<file path="config.mk">
export PLATFORM = sky130hd
export DESIGN_NAME = time_bcd_formatter
export DESIGN_NICKNAME = d
export VERILOG_FILES = /design/src/rtl/time_bcd_formatter_pkg.sv /design/src/rtl/bcd_dabble_step.sv /design/src/rtl/time_bcd_formatter.sv
export SDC_FILE = /design/constraint.sdc
export NUM_CORES = 1
export LEC_CHECK = 0
export CORE_ASPECT_RATIO = 1.4
export CORE_MARGIN = 10
export CORE_UTILIZATION = 51
export CTS_CLUSTER_SIZE = 20
export DETAILED_ROUTE_END_ITERATION = 10
export PLACE_DENSITY = 0.76
export SLEW_MARGIN = 10
export SYNTH_ARGS = -nofsm -noshare
export SYNTH_HDL_FRONTEND = slang
export SYNTH_HIERARCHICAL = 1
export SYNTH_SLANG_ARGS = --single-unit
</file>
<file path="constraint.sdc">
create_clock -name clk -period 3.9 [get_ports clk]
set_input_delay 1.17 -clock clk [delete_from_list [all_inputs] [get_ports clk]]
set_output_delay 1.17 -clock clk [all_outputs]
set_load 0.02 [all_outputs]
</file>
<file path="src/rtl/time_bcd_formatter_pkg.sv">
// ============================================================================
// Module : time_disp_pkg
// Brief  : Shared constants and FSM state type for the time BCD formatter.
// Rev    : 1.0
// ============================================================================
`default_nettype none

package time_disp_pkg;

  localparam logic       MODE_TIMER  = 1'b0;
  localparam logic       MODE_CLOCK  = 1'b1;

  localparam logic [3:0] BLANK_DIGIT = 4'hF;

  localparam int         MAX_MIN_SEC = 59;
  localparam int         MAX_HOUR    = 23;

  localparam int         PASS_TIMER  = 1;
  localparam int         PASS_CLOCK  = 3;

  localparam int         BCD_W       = 16;

  typedef enum logic [2:0] {
    ST_IDLE  = 3'd0,
    ST_LOAD  = 3'd1,
    ST_SHIFT = 3'd2,
    ST_STORE = 3'd3,
    ST_DONE  = 3'd4
  } state_t;

endpackage

`default_nettype wire

</file>
<file path="src/rtl/bcd_dabble_step.sv">
// ============================================================================
// Module : bcd_dabble_step
// Brief  : One double-dabble iteration: add 3 to every nibble >= 5, then shift
//          the accumulator left by one bit with bit_in entering at the LSB.
// Rev    : 1.0
// ============================================================================
`default_nettype none

module bcd_dabble_step
  import time_disp_pkg::*;
(
  input  logic [BCD_W-1:0] bcd_in,
  input  logic             bit_in,
  output logic [BCD_W-1:0] bcd_out
);

  logic [BCD_W-1:0] w_corrected;

  for (genvar n = 0; n < BCD_W / 4; n++) begin : g_nibble
    always_comb begin
      if (bcd_in[n*4 +: 4] >= 4'd5) begin
        w_corrected[n*4 +: 4] = bcd_in[n*4 +: 4] + 4'd3;
      end else begin
        w_corrected[n*4 +: 4] = bcd_in[n*4 +: 4];
      end
    end
  end

  assign bcd_out = {w_corrected[BCD_W-2:0], bit_in};

endmodule

`default_nettype wire

</file>
<file path="src/rtl/time_bcd_formatter.sv">
// ============================================================================
// Module : time_bcd_formatter
// Brief  : Converts timer or hh:mm:ss values into six BCD display digits with
//          a single iterative double-dabble engine. Optional macro
//          LEADING_ZERO_BLANK_EN blanks leading zeros in timer mode.
// Rev    : 1.0
// ============================================================================
`default_nettype none

module time_bcd_formatter
  import time_disp_pkg::*;
#(
  parameter int VAL_W   = 10,
  parameter int FIELD_W = 6,
  parameter int HOUR_W  = 5
)
(
  input  logic               clk,
  input  logic               reset,
  input  logic               start,
  input  logic               mode,
  input  logic [VAL_W-1:0]   value,
  input  logic [HOUR_W-1:0]  hour_in,
  input  logic [FIELD_W-1:0] min_in,
  input  logic [FIELD_W-1:0] sec_in,
  output logic               ready,
  output logic               done,
  output logic               ovr,
  output logic [3:0]         digit5,
  output logic [3:0]         digit4,
  output logic [3:0]         digit3,
  output logic [3:0]         digit2,
  output logic [3:0]         digit1,
  output logic [3:0]         digit0
);

  localparam int CNT_W = $clog2(VAL_W + 1);

  state_t             r_state;
  state_t             w_next_state;

  logic               r_mode;
  logic [VAL_W-1:0]   r_value;
  logic [HOUR_W-1:0]  r_hour;
  logic [FIELD_W-1:0] r_min;
  logic [FIELD_W-1:0] r_sec;

  logic [1:0]         r_pass;
  logic [CNT_W-1:0]   r_cnt;
  logic [VAL_W-1:0]   r_shift;
  logic [BCD_W-1:0]   r_bcd;
  logic [BCD_W-1:0]   w_bcd_next;
  logic [VAL_W-1:0]   w_operand;

  logic [23:0]        r_shadow;
  logic [23:0]        w_shadow_next;
  logic [23:0]        r_digits;
  logic [23:0]        w_disp;
  logic               r_ovr;
  logic               w_range_ovr;
  logic               w_last_shift;
  logic               w_last_pass;

`ifdef LEADING_ZERO_BLANK_EN
  logic               r_disp_mode;
`endif

  assign w_last_shift = (r_cnt == CNT_W'(VAL_W - 1));
  assign w_last_pass  = (r_mode == MODE_TIMER) || (r_pass == 2'(PASS_CLOCK - 1));

  assign w_range_ovr = (r_mode == MODE_CLOCK) &&
                       ((r_min  > FIELD_W'(MAX_MIN_SEC)) ||
                        (r_sec  > FIELD_W'(MAX_MIN_SEC)) ||
                        (r_hour > HOUR_W'(MAX_HOUR)));

  // Clock mode walks sec -> min -> hour, one operand per pass.
  always_comb begin
    w_operand = r_value;
    if (r_mode == MODE_CLOCK) begin
      case (r_pass)
        2'd0:    w_operand = VAL_W'(r_sec);
        2'd1:    w_operand = VAL_W'(r_min);
        default: w_operand = VAL_W'(r_hour);
      endcase
    end
  end

  always_comb begin
    w_shadow_next = r_shadow;
    if (r_mode == MODE_TIMER) begin
      w_shadow_next = {8'h00, r_bcd};
    end else begin
      case (r_pass)
        2'd0:    w_shadow_next[7:0]   = r_bcd[7:0];
        2'd1:    w_shadow_next[15:8]  = r_bcd[7:0];
        default: w_shadow_next[23:16] = r_bcd[7:0];
      endcase
    end
  end

  bcd_dabble_step u_step (
    .bcd_in  (r_bcd),
    .bit_in  (r_shift[VAL_W-1]),
    .bcd_out (w_bcd_next)
  );

  always_ff @(posedge clk or posedge reset) begin
    if (reset) begin
      r_state <= ST_IDLE;
    end else begin
      r_state <= w_next_state;
    end
  end

  always_comb begin
    w_next_state = r_state;
    ready        = 1'b0;
    done         = 1'b0;
    case (r_state)
      ST_IDLE: begin
        ready = 1'b1;
        if (start) begin
          w_next_state = ST_LOAD;
        end
      end
      ST_LOAD:  w_next_state = ST_SHIFT;
      ST_SHIFT: begin
        if (w_last_shift) begin
          w_next_state = ST_STORE;
        end
      end
      ST_STORE: w_next_state = w_last_pass ? ST_DONE : ST_LOAD;
      ST_DONE: begin
        done         = 1'b1;
        w_next_state = ST_IDLE;
      end
      default:  w_next_state = ST_IDLE;
    endcase
  end

  always_ff @(posedge clk or posedge reset) begin
    if (reset) begin
      r_mode   <= MODE_TIMER;
      r_value  <= '0;
      r_hour   <= '0;
      r_min    <= '0;
      r_sec    <= '0;
      r_pass   <= '0;
      r_cnt    <= '0;
      r_shift  <= '0;
      r_bcd    <= '0;
      r_shadow <= '0;
      r_digits <= '0;
      r_ovr    <= 1'b0;
`ifdef LEADING_ZERO_BLANK_EN
      r_disp_mode <= MODE_CLOCK;
`endif
    end else begin
      case (r_state)
        ST_IDLE: begin
          if (start) begin
            r_mode  <= mode;
            r_value <= value;
            r_hour  <= hour_in;
            r_min   <= min_in;
            r_sec   <= sec_in;
            r_pass  <= '0;
          end
        end
        ST_LOAD: begin
          r_bcd   <= '0;
          r_shift <= w_operand;
          r_cnt   <= '0;
        end
        ST_SHIFT: begin
          r_bcd   <= w_bcd_next;
          r_shift <= {r_shift[VAL_W-2:0], 1'b0};
          r_cnt   <= r_cnt + 1'b1;
        end
        ST_STORE: begin
          r_shadow <= w_shadow_next;
          r_pass   <= r_pass + 2'd1;
          // Publish on the edge into DONE so digits, ovr and done move together.
          if (w_last_pass) begin
            r_digits <= w_shadow_next;
            r_ovr    <= w_range_ovr;
`ifdef LEADING_ZERO_BLANK_EN
            r_disp_mode <= r_mode;
`endif
          end
        end
        default: ;
      endcase
    end
  end

`ifdef LEADING_ZERO_BLANK_EN
  always_comb begin
    w_disp = r_digits;
    if (r_disp_mode == MODE_TIMER) begin
      w_disp[23:20] = BLANK_DIGIT;
      w_disp[19:16] = BLANK_DIGIT;
      if (r_digits[15:12] == 4'd0) begin
        w_disp[15:12] = BLANK_DIGIT;
        if (r_digits[11:8] == 4'd0) begin
          w_disp[11:8] = BLANK_DIGIT;
          if (r_digits[7:4] == 4'd0) begin
            w_disp[7:4] = BLANK_DIGIT;
          end
        end
      end
    end
  end
`else
  assign w_disp = r_digits;
`endif

  assign ovr    = r_ovr;
  assign digit5 = w_disp[23:20];
  assign digit4 = w_disp[19:16];
  assign digit3 = w_disp[15:12];
  assign digit2 = w_disp[11:8];
  assign digit1 = w_disp[7:4];
  assign digit0 = w_disp[3:0];

endmodule

`default_nettype wire

</file>
==> results.sh <==
export IMPL_status="finished clean"
export IMPL_synthDistinctLibCells=46
export IMPL_cts_resized=0
export IMPL_nNetsFinal=572
export IMPL_drive_gt1_frac=0.167
export IMPL_cts_tree="yes"
export IMPL_synth_xor_area_share=0.00647
export IMPL_powerDensity_nw_per_um2=824
export IMPL_cts_htree_levels=3
export IMPL_gr_total_overflow=0
export IMPL_setup_viol=0
export IMPL_initialDrtViolationCount=186
export IMPL_dieHeight_um=142
export IMPL_synth_seq_cells=112
export IMPL_use_met2=0.258
export IMPL_numCtsBuffers=9
export IMPL_hold_class="reg2reg"
export IMPL_power_frac_seq=0.382
export IMPL_wire_per_inst_um=16.9
export IMPL_synth_avg_cell_area_sq_um=11.2
export IMPL_synth_area_sq_um=5420
export IMPL_globalplace_congestion=0.860
export IMPL_dp_hpwl_um=7840
export IMPL_fillerInstances=820
export IMPL_grt_max_degree=66
export IMPL_rsz0062_at_grt="false"
export IMPL_p_int_mw=3.30
export IMPL_pwr_share_clk=0.203
export IMPL_grt_pass1_wl_um=19300
export IMPL_clkLatencyLatePin_ns=0.35
export IMPL_maxCapViolCount=0
export IMPL_ys_seq_area_frac=0.517
export IMPL_ir_drop_v=0.000349
export IMPL_std_cell_rows=44
export IMPL_clockBufferDepth=2
export IMPL_use_met1=0.193
export IMPL_synth_fa_ha_area_frac=0.0300
export IMPL_synth_compound_area_share=0.162
export IMPL_hold_viol_final=0
export IMPL_crit_family="buffers and inverters"
export IMPL_final_common_cell="dfrtp_1"
export IMPL_critPathMaxStageDelay_ns=0.64
export IMPL_cp_required_ns=2.73
export IMPL_slowest_stage="clkdlybuf4s50_1"
export IMPL_pin_count=58
export IMPL_post_cts_buffers=0
export IMPL_route_antenna_remaining_nets=0
export IMPL_rr_worst_depth=6
export IMPL_hold_buffers=0
export IMPL_cp_start_kind="flip-flop"
export IMPL_initial_core_util=0.521
export IMPL_area_growth_syn_to_layout_pct=18.6
export IMPL_drcViolationCount=0
export IMPL_setup_tns_ns=0
export IMPL_grt_pass1_vias=3927
export IMPL_placed_area_sq_um=6070
export IMPL_antenna_cells=0
export IMPL_core_area_sq_um=10400
export IMPL_cts_root_buffer="clkbuf_16"
export IMPL_die_x_um=107
export IMPL_netlist_top_cell_by_area="dfrtp_1"
export IMPL_cp_arrival_ns=1.75
export IMPL_vias=3818
export IMPL_cp_depth=2
export IMPL_synth_top_family_by_area="compound AO/OA/AOI/OAI gates"
export IMPL_p_sw_frac=0.378
export IMPL_syn_inst=484
export IMPL_path_max_fanout=9
export IMPL_switching_power_mw=2.00
export IMPL_crit_chain="nor3b_1 -> clkdlybuf4s50_1"
export IMPL_antenna_found_initial=0
export IMPL_synthTopCellsByArea="dfrtp_1 52%, mux2_2 10%, o21ai_0 4.6%, mux2i_1 4.1%, a22o_1 3.4%"
export IMPL_finalCritPeriodShare=0.748
export IMPL_detail_route_vias_per_cell=5.69
export IMPL_ys_flop_type="dfrtp_1"
export IMPL_relSlewSlack=0.453
export IMPL_p_comb_frac=0.416
export IMPL_drt_pass1_iterations=5
export IMPL_hold_depth=2
export IMPL_fin_crit_ns=2.92
export IMPL_synth_edf_count=0
export IMPL_die_area_sq_um=15200
export IMPL_synth_simple_area_share=0.0834
export IMPL_path_clk_slew_ns=0.07
export IMPL_max_freq_mhz=343
export IMPL_layout_cells_most_common_list="112 x dfrtp_1, 57 x clkdlybuf4s50_1, 50 x o21ai_0, 50 x mux2_2, 37 x nand2_1"
export IMPL_design_area_sq_um=6420
export IMPL_worstMarginPinSlew_ns=0.821
export IMPL_synth_fp_nets=528
export IMPL_yosys_warnings=6
export IMPL_crit_path_end_kind="primary output"
export IMPL_use_met3=0.0263
export IMPL_grt_total_usage=0.156
export IMPL_grt_busiest_layer="met2"
export IMPL_finalWirelength_um=11400
export IMPL_synth_mux_area_frac=0.149
export IMPL_fin_worst_skew_ns=0.00612
export IMPL_path_buf_inv=1
export IMPL_io_buffers=57
export IMPL_worst_setup_path_type="reg2out"
export IMPL_leakage_nw=2.78
export IMPL_clock_sinks=112
export IMPL_async_flop_share=1.00
export IMPL_synth_top_cell_area_share=0.517
export IMPL_drv_slew=0
cells in the mapped netlist, types with 7 or more instances:
| library cell | count |
|---|---|
| dfrtp_1 | 112 |
| a21oi_1 | 8 |
| nand2_1 | 37 |
| ha_1 | 13 |
| a21boi_0 | 8 |
| mux2_2 | 50 |
| inv_1 | 22 |
| a22o_1 | 21 |
| nand3_1 | 9 |
| o31ai_1 | 8 |
| clkbuf_1 | 15 |
| nand2b_1 | 7 |
| mux2i_1 | 22 |
| o41ai_1 | 8 |
| nor2_1 | 19 |
| o21ai_0 | 50 |
cells by family after synthesis:
kind of cell	count (synthesis)
flip-flops	112
XOR/XNOR	4
buffers and inverters	58
AND/OR/NAND/NOR	90
AO/OA/AOI/OAI	133
adder cells (fa/ha/maj)	13
multiplexers	74
worst register-to-register path: cells and delay by family, from the launching register on:
kind / cells / cell delay [ns]
fa+ha+maj: 1 / 0.70
buf+inv: 2 / 0.33
flops: 1 / 0.41
mux: 1 / 0.39
simple gates: 2 / 0.46
routing by layer:
layer,part of all wire,vias up
li1,-,1820
met1,0.42,1912
met2,0.51,76
met3,0.049,10
met4,0.020,0
met5,0,-
sequential cells by signal, summed over array words and instances, names as in the netlist, 2 cells and up:
signal	cells
r_shift	10
r_value	10
r_sec	6
r_hour	5
r_pass	2
r_digits	24
r_min	6
r_bcd	16
r_shadow	24
r_cnt	4
r_state	3
worst paths after layout:
| check | from | to | slack (ns) |
|---|---|---|---|
| worst max-delay path | r_state[2] | done | 0.98 |
| worst min-delay path | r_shift[9] | r_bcd[0] | 0.49 |
| worst max register to register | r_pass[0] | r_shadow[0] | 1.51 |
| worst min register to register | r_shift[9] | r_bcd[0] | 0.49 |
| max in group asynchronous | reset | r_shadow[4] | 2.00 |
| min in group asynchronous | reset | r_value[8] | 1.21 |
through the flow:
stage                     setup slack [ns]  hold slack (ns)  utilization  std cells  power [mW]
final                                0.982            0.489        0.617        671        5.30
after global routing                 0.878            0.507        0.617        671        5.67
after CTS                            0.969            0.488        0.617        671        5.34
after detailed placement              1.11            0.471        0.583        655        4.26
after global placement                1.16            0.460        0.583        655        4.15
after floorplan                       1.37            0.446            -        484        3.62
power groups by stage:
stage | registers (mW) | logic (mW) | clock network (mW)
after floorplan | 2.00 | 1.62 | 0
after global routing | 2.09 | 2.44 | 1.13
after detailed placement | 2.05 | 2.21 | 0
after global placement | 2.01 | 2.14 | 0
final | 2.02 | 2.20 | 1.07
after CTS | 2.03 | 2.22 | 1.09
layout make-up:
type | instances | area, sq um | area share
clock buffer | 11 | 253 | 0.0393
clock inverter | 5 | 103 | 0.0160
sequential | 112 | 2800 | 0.436
tap | 138 | 173 | 0.0269
multi-input combinational | 314 | 2340 | 0.365
inverter | 25 | 100 | 0.0156
timing repair buffer | 66 | 651 | 0.101
No activity file was read; power rests on OpenSTA's default activity.
